<file path="src/rtl/window_controller.sv">
// -----------------------------------------------------------------------------
// window_controller
//
// Sequencer for a windowed register file. Owns the current window pointer
// (CWP) and the window invalid mask (WIM), and executes SAVE / RESTORE
// requests from the decode/control unit. When the target window is marked
// invalid, the controller spills (SAVE) or fills (RESTORE) that window's
// 16 locals/ins (r16..r31) through a request/ack memory handshake before it
// commits the new CWP and rotates the WIM.
//
// Ports
//   Clk          in   clock, rising edge
//   Rst          in   synchronous active-high reset
//   save_req     in   SAVE request (sampled in IDLE only)
//   restore_req  in   RESTORE request (sampled in IDLE only)
//   wim_we       in   load WIM from wim_in (IDLE only, lowest priority)
//   wim_in       in   new WIM value
//   mem_ack      in   memory completed the current transfer
//   cwp          out  current window pointer
//   wim          out  current window invalid mask
//   busy         out  high whenever the sequencer is not IDLE
//   rf_win       out  window being spilled or filled
//   rf_addr      out  register index being moved (16 + idx), 0 otherwise
//   rf_we        out  register file write enable, fill ack cycle only
//   mem_req      out  memory transfer request
//   mem_wr       out  1 = spill (store), 0 = fill (load)
//   trap_ovf     out  one-cycle pulse on overflow detection
//   trap_unf     out  one-cycle pulse on underflow detection
//   done         out  one-cycle pulse while the CWP commits
// -----------------------------------------------------------------------------
module window_controller #(
  parameter int NWIN   = 4,
  parameter int CWP_W  = 2,
  parameter int NSPILL = 16
) (
  input  logic             Clk,
  input  logic             Rst,
  input  logic             save_req,
  input  logic             restore_req,
  input  logic             wim_we,
  input  logic [NWIN-1:0]  wim_in,
  input  logic             mem_ack,
  output logic [CWP_W-1:0] cwp,
  output logic [NWIN-1:0]  wim,
  output logic             busy,
  output logic [CWP_W-1:0] rf_win,
  output logic [4:0]       rf_addr,
  output logic             rf_we,
  output logic             mem_req,
  output logic             mem_wr,
  output logic             trap_ovf,
  output logic             trap_unf,
  output logic             done
);

  localparam int IDX_W = (NSPILL > 1) ? $clog2(NSPILL) : 1;

  typedef enum logic [1:0] {
    IDLE   = 2'd0,
    SPILL  = 2'd1,
    FILL   = 2'd2,
    COMMIT = 2'd3
  } state_t;

  // How the WIM moves when the pending commit happens.
  typedef enum logic [1:0] {
    ROT_NONE  = 2'd0,
    ROT_RIGHT = 2'd1,
    ROT_LEFT  = 2'd2
  } rot_t;

  state_t           state_q;
  rot_t             rot_q;
  logic [CWP_W-1:0] cwp_q;
  logic [CWP_W-1:0] tgt_q;
  logic [NWIN-1:0]  wim_q;
  logic [IDX_W-1:0] idx_q;
  logic [CWP_W-1:0] rf_win_q;
  logic             mem_req_q;
  logic             mem_wr_q;
  logic             trap_ovf_q;
  logic             trap_unf_q;
  logic             done_q;

  logic [CWP_W-1:0] tgt_save_d;
  logic [CWP_W-1:0] tgt_rest_d;

  // Natural CWP_W-bit wrap gives the modulo-NWIN neighbour windows.
  assign tgt_save_d = cwp_q - CWP_W'(1);
  assign tgt_rest_d = cwp_q + CWP_W'(1);

  always_ff @(posedge Clk) begin
    if (Rst) begin
      state_q    <= IDLE;
      rot_q      <= ROT_NONE;
      cwp_q      <= '0;
      tgt_q      <= '0;
      wim_q      <= NWIN'(1) << (NWIN - 1);
      idx_q      <= '0;
      rf_win_q   <= '0;
      mem_req_q  <= 1'b0;
      mem_wr_q   <= 1'b0;
      trap_ovf_q <= 1'b0;
      trap_unf_q <= 1'b0;
      done_q     <= 1'b0;
    end else begin
      trap_ovf_q <= 1'b0;
      trap_unf_q <= 1'b0;
      done_q     <= 1'b0;
      case (state_q)
        IDLE: begin
          // SAVE beats RESTORE; a losing RESTORE is simply dropped.
          if (save_req) begin
            tgt_q <= tgt_save_d;
            if (wim_q[tgt_save_d]) begin
              state_q    <= SPILL;
              rot_q      <= ROT_RIGHT;
              trap_ovf_q <= 1'b1;
              idx_q      <= '0;
              rf_win_q   <= tgt_save_d;
              mem_req_q  <= 1'b1;
              mem_wr_q   <= 1'b1;
            end else begin
              state_q <= COMMIT;
              rot_q   <= ROT_NONE;
              done_q  <= 1'b1;
            end
          end else if (restore_req) begin
            tgt_q <= tgt_rest_d;
            if (wim_q[tgt_rest_d]) begin
              state_q    <= FILL;
              rot_q      <= ROT_LEFT;
              trap_unf_q <= 1'b1;
              idx_q      <= '0;
              rf_win_q   <= tgt_rest_d;
              mem_req_q  <= 1'b1;
              mem_wr_q   <= 1'b0;
            end else begin
              state_q <= COMMIT;
              rot_q   <= ROT_NONE;
              done_q  <= 1'b1;
            end
          end else if (wim_we) begin
            wim_q <= wim_in;
          end
        end

        SPILL, FILL: begin
          if (mem_ack) begin
            if (idx_q == IDX_W'(NSPILL - 1)) begin
              state_q   <= COMMIT;
              done_q    <= 1'b1;
              idx_q     <= '0;
              mem_req_q <= 1'b0;
              mem_wr_q  <= 1'b0;
            end else begin
              idx_q <= idx_q + IDX_W'(1);
            end
          end
        end

        COMMIT: begin
          cwp_q   <= tgt_q;
          state_q <= IDLE;
          rot_q   <= ROT_NONE;
          case (rot_q)
            // After a spill the invalid bit follows the new CWP downwards.
            ROT_RIGHT: wim_q <= {wim_q[0], wim_q[NWIN-1:1]};
            // After a fill the invalid bit moves one window above the new CWP.
            ROT_LEFT:  wim_q <= {wim_q[NWIN-2:0], wim_q[NWIN-1]};
            default:   wim_q <= wim_q;
          endcase
        end

        default: state_q <= IDLE;
      endcase
    end
  end

  assign cwp      = cwp_q;
  assign wim      = wim_q;
  assign busy     = (state_q != IDLE);
  assign rf_win   = rf_win_q;
  assign rf_addr  = ((state_q == SPILL) || (state_q == FILL)) ? (5'd16 + 5'(idx_q)) : 5'd0;
  // Fill data is written into the register file in the very cycle memory acks it.
  assign rf_we    = (state_q == FILL) && mem_ack;
  assign mem_req  = mem_req_q;
  assign mem_wr   = mem_wr_q;
  assign trap_ovf = trap_ovf_q;
  assign trap_unf = trap_unf_q;
  assign done     = done_q;

endmodule

</file>
<file path="config.mk">
export PLATFORM = sky130hd
export DESIGN_NAME = window_controller
export DESIGN_NICKNAME = d
export VERILOG_FILES = /design/src/rtl/window_controller.sv
export SDC_FILE = /design/constraint.sdc
export NUM_CORES = 1
export LEC_CHECK = 0
export BUFFER_PORTS_ARGS = -buffer_cell sky130_fd_sc_hd__clkbuf_2
export CAP_MARGIN = 0
export CORE_MARGIN = 2
export CORE_UTILIZATION = 50
export CTS_CLUSTER_DIAMETER = 100
export DETAILED_ROUTE_END_ITERATION = 8
export PLACE_DENSITY_LB_ADDON = 0.25
export SETUP_SLACK_MARGIN = 0.5
export SYNTH_ARGS = -nofsm -noshare
export SYNTH_HDL_FRONTEND = slang
export SYNTH_SLANG_ARGS = --single-unit
export TNS_END_PERCENT = 5
</file>
<file path="constraint.sdc">
create_clock -name Clk -period 5.3 [get_ports Clk]
set_input_delay 0.795 -clock Clk [delete_from_list [all_inputs] [get_ports Clk]]
set_output_delay 0.795 -clock Clk [all_outputs]
set_load 0.01 [all_outputs]
</file>
After elaboration in Yosys (flattened, before gate mapping) --
Cells that the tools add are included.
Word-level totals: flip-flop bits (word level) 23, bits of input ports 10, output and inout port bits 20
Cells by class: add/subtract/negate cells 4, order comparisons 2, eq/ne operators 16, muxes and demuxes 55, bitwise operators 3, reductions and logical operators 18
Operators with widths (count):
- 2-to-1 mux 4 bit | 9
- 2-to-1 mux 2 bit | 14
- one-hot mux 4 bit (2 select lines) | 3
- 2-to-1 mux 1 bit | 21
- != test 3 bit, second input constant | 4
- != test 2 bit, second input constant | 5
- AND reduction 5 bit | 2
- nonzero test 2 bit | 5
- == test 2 bit, second input constant | 3
- < comparator 2 x 3 -> 1 bit, second input constant | 2
- one-hot mux 1 bit (2 select lines) | 3
- one-hot mux 2 bit (3 select lines) | 1
- AND reduction 6 bit | 1
- adder 5 x 4 -> 5 bit, first input constant | 1
- 2-to-1 mux 5 bit | 1
- adder 4 x 1 -> 4 bit, second input constant | 1
- binary-select mux 1 bit (select 2 bit) | 2
- == test 2 x 1 -> 1 bit, second input constant | 2
- == test 4 bit, second input constant | 1
- one-hot mux 2 bit (2 select lines) | 1
- AND reduction 2 bit | 2
- AND reduction 4 bit | 1
- OR reduction 4 bit | 1
- NOT 1 bit | 3
- other kinds (9) | 9

Depth between registers and ports, before layout --
Gate-level depths: netlist (run 1).
depth in word-level cells 7, depth in mapped cells 8, mapped depth without buffers 6

Worst setup path before layout (run 1) --
No wires, ideal clock.
path kind flip-flop to output port, start register state_q[0], end output port rf_addr[2], arrival 1.329 ns, path slack 3.176 ns, cell stages (with the launch flop) 5, path buffers 1, path through dfxtp_1 inv_1 ha_1 clkbuf_1 and2_1
Between the ends: word-level cells in the longest chain between the ends 3
Ends and longest elaborated chain:
- from (decl) | RTL line 72 | state_t state_q;
- from (signal assigned) | RTL line 94 | state_q <= IDLE;
- from (signal assigned) | RTL line 116 | state_q <= SPILL;
- from (signal assigned) | RTL line 124 | state_q <= COMMIT;
- == test 2 x 1 -> 1 bit or == test 2 bit (tied branches) | RTL line 184 | assign rf_addr = ((state_q == SPILL) || (state_q == FILL)) ? (5'd16 + 5'(idx_q)) : 5'd0;
- logical OR 1 bit (*) | RTL line 184
- 2-to-1 mux 5 bit (*) | RTL line 184
- to (decl) | RTL line 47 | output logic [4:0] rf_addr,
Mark *: on every way between the ends. The rest lies on a longest branch, timed or not.

Final worst setup path (run 1) --
start register state_q[0], end output port rf_addr[0]
The elaborated chain is that of the path after synthesis.

==> results.yml, run 1 <==
status:
  status: "completed"
global_route:
  grt_overflow: 0
  grt_max_degree: 25
  use_met2: 0.367
  grt_pass1_wl_mm: 5.59
  grt_pass1_vias: 1210
  grt_use_met3: 0.0201
  antenna_found_initial: 0
  grtUsageTotal: 0.212
  grt_use_met1: 0.279
  busiest_layer: "met2"
clocking:
  ctsHoldBuffers: 0
  clk_path_buf_depth: 2
  cts_made_buffers: 3
  post_cts_resized: 0
  cts_sinks: 23
  post-cts-setup-buffers: 0
  worstSkewPairLatency_ns: 0.32
  clockRootBuffer: "clkbuf_4"
  cts_tree: "built"
  clk_pin_slew_ns: 0.14
  htree_levels: 1
power_and_ir_drop:
  sw_frac_of_total: 0.467
  leakage_nw: 0.658
  power_mw: 0.791
  vdd.ir_drop.worst_uv: 357
  power.density_nw_per_um2: 494
  clkPwrFrac: 0.107
  power_frac_seq: 0.330
  internal_power_mw: 0.422
  switching_power_mw: 0.370
  combPwrFrac: 0.563
synthesis:
  syn_avg_cell_area_um2: 8.78
  ys.flop_type: "dfxtp_1"
  synth_seq_area_share: 0.318
  synth_area_um2: 1450
  synthArstFlopShare: 0
  ys_warn_count: 0
  synth_cells: 165
  synth_edf_count: 0
  ys_seq_elements: 23
  syn-num-nets: 182
  synth_cell_types: 43
finish:
  final_net_count: 205
  drive_above_1_share: 0.219
  multi_input_area_um2: 906
  syn2layout_area_growth_pct: 10.4
  finish.utilization: 0.580
  num-fill-cells: 255
  antenna_cells: 0
  final-seq-area_um2: 460
critical_path:
  crit_required_ns: 4.51
  slowest_stage: "ha_1"
  critPathArrivalTime_ns: 1.91
  slowest_delay_ns: 0.57
  endpoint_kind: "primary output"
  crit_type: "flip-flop to primary output"
  cpMostUsedCell: "inv_1"
  crit_fanout: 14
  timing.critical_path.cells: "inv_1 > ha_1 > inv_1 > nor2_1 > clkbuf_2"
  critPathLaunchType: "flip-flop"
detailed_routing:
  drt_iter0_drc: 38
  drc: 0
  vias_per_cell: 6.17
  vias: 1345
  drt-total-wl_mm: 3.40
  routed_wire_length_per_instance_um: 15.6
  dr.pass1.iters: 4
  ant_nets: 0
placed_design:
  dp_hpwl_mm: 2.48
  place_ws_ns: 2.97
  gp_congestion: 0.802
  io_buffers: 29
timing:
  worst-slew-pin-transition_ns: 0.625
  fmax_mhz: 370
  whs_ns: 0.500
  timing.final.ws_setup_ns: 2.60
  maxSlewViolCount: 0
  rsz0062_at_grt: "false"
  tns_ns: 0
  slew_headroom: 0.583
  clock_skew_ns: 0.0101
  fin_crit_sh: 0.510
  hold_violations: 0
  period_minus_slack_ns: 2.70
  finalSetupViolCount: 0
worst_hold_path:
  hold_path.class: "flip-flop to flip-flop"
floorplanning:
  die_area_um2: 3340
  coreArea_um2: 2760
  die_h_um: 57.8
  initial_utilization: 0.525
  io_pins: 30
  row_count: 19
  die_x_um: 57.8
job:
  max-cap-violations: 0
worst max-delay path: cells and delay by family, from the launching register on:
kind,cells,cell delay (ns)
adder cells (fa/ha/maj),1,0.57
buffers and inverters,3,0.47
flip-flops,1,0.41
AND/OR/NAND/NOR,1,0.13
cells in the final DEF (no fill, tap or decap), types with 4 or more instances in the layout:
cell / n
clkbuf_2: 29
dfxtp_1: 23
nor2_1: 20
mux2i_1: 13
a21oi_1: 11
nand2_1: 7
o21ai_0: 7
ha_1: 7
inv_1: 6
and2_1: 5
nand3_1: 5
nand4_1: 4
a31oi_1: 4
a211oi_1: 4
layer usage:
metal | vias to the layer above | wire [um]
met2 | 45 | 1740
met1 | 651 | 1480
met5 | - | 0
li1 | 645 | -
met3 | 4 | 148
met4 | 0 | 29
synthesized netlist by cell type (2+ instances only):
cell type / instances / area share
ha_1: 7 / 0.060
nand4_1: 4 / 0.017
and2_1: 5 / 0.022
nor2_1: 20 / 0.052
a211o_1: 3 / 0.018
dfxtp_1: 23 / 0.32
xnor2_1: 2 / 0.012
a21oi_1: 11 / 0.038
clkbuf_1: 8 / 0.021
a22oi_1: 3 / 0.016
nor2b_1: 3 / 0.013
nand2_1: 7 / 0.018
buf_6: 2 / 0.016
and3_1: 2 / 0.0086
o21ai_0: 7 / 0.024
nand3_1: 5 / 0.017
mux2i_1: 13 / 0.090
a211oi_1: 4 / 0.021
inv_1: 6 / 0.016
nand2b_1: 3 / 0.013
mux4_2: 2 / 0.031
a31oi_1: 4 / 0.017
cell type report:
| class | instances | share of cell area |
|---|---|---|
| Tap cell | 31 | 0.0242 |
| Multi-Input combinational cell | 125 | 0.566 |
| Clock inverter | 1 | 0.00313 |
| Timing Repair Buffer | 29 | 0.0907 |
| Sequential cell | 23 | 0.288 |
| Inverter | 6 | 0.0141 |
| Clock buffer | 3 | 0.0141 |
worst paths after layout:
path	end	start	cells after the start	slack, ns
worst max register to register	mem_req	state_q[0]	6	3.10
worst min register to register	rf_win[0]	rf_win[0]	2	0.50
worst max-delay path	rf_addr[0]	state_q[0]	5	2.60
worst min-delay path	rf_win[0]	rf_win[0]	2	0.50
state kept, by name, indices dropped and copies added, names as in the netlist, 2 cells and up:
name	cells
rot_q	2
wim	4
tgt_q	2
cwp	2
state_q	2
idx_q	4
rf_win	2
power groups by stage:
stage          sequential (mW)  combinational [mW]  clock (mW)
2_1_floorplan            0.266               0.329           0
3_3_place_gp             0.260               0.433           0
3_5_place_dp             0.263               0.441           0
4_1_cts                  0.259               0.444      0.0870
5_1_grt                  0.266               0.492      0.0932
6_report                 0.261               0.446      0.0850
cells by family after synthesis:
logic type / share of synthesized area
xor+xnor: 0.0121
buf+inv: 0.0570
compound gates: 0.201
simple gates: 0.212
fa+ha+maj: 0.0604
mux: 0.139
flops: 0.318
per-stage QoR:
step           std cells  area, um^2
6_report             218        1600
5_1_grt              218        1600
4_1_cts              218        1600
3_5_place_dp         214        1570
3_3_place_gp         214        1570
2_1_floorplan        165        1450
(Power assumes the default switching activity.)
==> run 2: changes to the inputs <==
clock period = 2.5 ns   (was 5.3 ns; I/O delays follow)
==> run 2 against run 1 <==
Routed wire length is 4.5% lower. Design area grew 3.7%. Cell count rose by 2.8%. Critical path type unchanged.
==> results.yml, run 2 (synthesis gave the netlist of run 1 again) <==
critical_path:
  ff2ff_path_depth: 6
  rr_startpoint: "state_q[1]"
  crit_fanout: 14
  critPathLaunchType: "flip-flop"
  critPathArrivalTime_ns: 1.50
  rrSetupSlack_ns: 0.68
  reg2reg_to: "idx_q[0]"
  crit_required_ns: 2.12
  endpoint_kind: "primary output"
  slowest_delay_ns: 0.38
  crit_type: "flip-flop to primary output"
  slowest_stage: "dfxtp_2"
  timing.critical_path.cells: "inv_1 > ha_1 > buf_4 > inv_2 > clkbuf_2"
clocking:
  cts_made_buffers: 3
  clk_path_buf_depth: 2
  ctsHoldBuffers: 0
  htree_levels: 1
  cts_tree: "built"
  cts_sinks: 23
  clk_pin_slew_ns: 0.13
  clockRootBuffer: "clkbuf_4"
  worstSkewPairLatency_ns: 0.31
worst_hold_path:
  hold_path.class: "input port to flip-flop"
  holdPathStages: 2
  hold_path_end: "trap_unf"
  min_from: "restore_req"
detailed_routing:
  ant_nets: 0
  drc: 0
  drt_iter0_drc: 75
  dr.pass1.iters: 4
  vias_per_cell: 5.94
  vias: 1330
  routed_wire_length_per_instance_um: 14.5
  drt-total-wl_mm: 3.25
timing:
  timing.final.ws_setup_ns: 0.629
  maxSlewViolCount: 0
  finalSetupViolCount: 0
  hold_violations: 0
  clock_skew_ns: 0.00209
  worst-slew-pin-transition_ns: 0.550
  slew_headroom: 0.623
  rsz0062_at_grt: "false"
  whs_ns: 0.421
  fin_crit_sh: 0.748
  fmax_mhz: 535
  period_minus_slack_ns: 1.87
  tns_ns: 0
job:
  max-cap-violations: 0
finish:
  num-fill-cells: 253
  syn2layout_area_growth_pct: 14.5
  finish.instance_area_um2: 1660
  drive_above_1_share: 0.259
  finish.utilization: 0.602
  final_cell_mix: "clkbuf_2, dfxtp_1, nor2_1, mux2i_1, a21oi_1"
  final_cells: 224
  final-seq-area_um2: 463
  final_common_cell: "clkbuf_2"
  final_net_count: 211
  multi_input_area_um2: 918
  antenna_cells: 0
placed_design:
  dpl_cell_area_um2: 1580
  gp_congestion: 0.809
  place_ws_ns: 0.562
  io_buffers: 29
  dp_cells: 215
  dp_hpwl_mm: 2.28
floorplanning:
  coreArea_um2: 2760
  initial_utilization: 0.525
  io_pins: 30
  die_h_um: 57.8
  die_area_um2: 3340
  die_x_um: 57.8
  row_count: 19
global_route:
  grt_use_met1: 0.268
  busiest_layer: "met2"
  grt_pass1_vias: 1215
  use_met2: 0.321
  antenna_found_initial: 0
  grtUsageTotal: 0.202
  grt_overflow: 0
  grt_use_met3: 0.0379
  grt_max_degree: 25
  grt_pass1_wl_mm: 5.38
power_and_ir_drop:
  power_mw: 1.81
  vdd.ir_drop.worst_uv: 846
  leakage_nw: 0.686
  power.density_nw_per_um2: 1090
status:
  status: "completed"
[run 2: changes by cell type in the layout (fill, tap and decap cells not counted)]
cell | previous run | this run
buf_4 | 0 | 6
dfxtp_1 | 23 | 21
dfxtp_2 | 0 | 2
clkbuf_1 | 0 | 1
clkinv_2 | 1 | 0
ha_1 | 7 | 6
ha_4 | 0 | 1
inv_1 | 6 | 5
inv_2 | 0 | 1
[run 2: report_power, final]
part           total (mW)  switching, mW  internal (mW)
logic                1.08          0.595          0.483
registers           0.552         0.0901          0.462
clock network       0.178          0.116         0.0623
[run 2: how the worst max path moves through the flow]
stage                           from  endpoint  slack (ns)  cells past startpoint
after detailed placement    save_req  idx_q[0]        0.56                      5
after global placement      save_req  idx_q[0]        0.63                      5
after global routing      state_q[0]   mem_req        0.51                      6
after floorplan           state_q[0]  idx_q[0]        0.71                      8
final                     state_q[0]      busy        0.63                      5
after CTS                 state_q[0]      busy        0.50                      5
[run 2: area by class of cell]
type                       count  area share
clock buffer                   4      0.0158
inverter                       6      0.0136
multi-input combinational    125       0.554
sequential                    23       0.279
tap                           31      0.0234
timing repair buffer          35       0.115
[run 2: repair_timing]
action,4_1_cts,5_1_grt
endpoints found under the setup margin,4,4
gates resized for setup,3,2
pin swaps,1,0
setup buffers,5,0
[run 2: worst max-delay path: cells and delay by family (launching register included)]
family                     cells  cell delay (ns)
adders and majority gates      1             0.25
buffers and inverters          4             0.55
DFF                            1             0.38
[run 2: layer usage]
| layer | part of all wire | vias up |
|---|---|---|
| li1 | - | 660 |
| met1 | 0.44 | 611 |
| met2 | 0.48 | 51 |
| met3 | 0.058 | 8 |
| met4 | 0.019 | 0 |
| met5 | 0 | - |
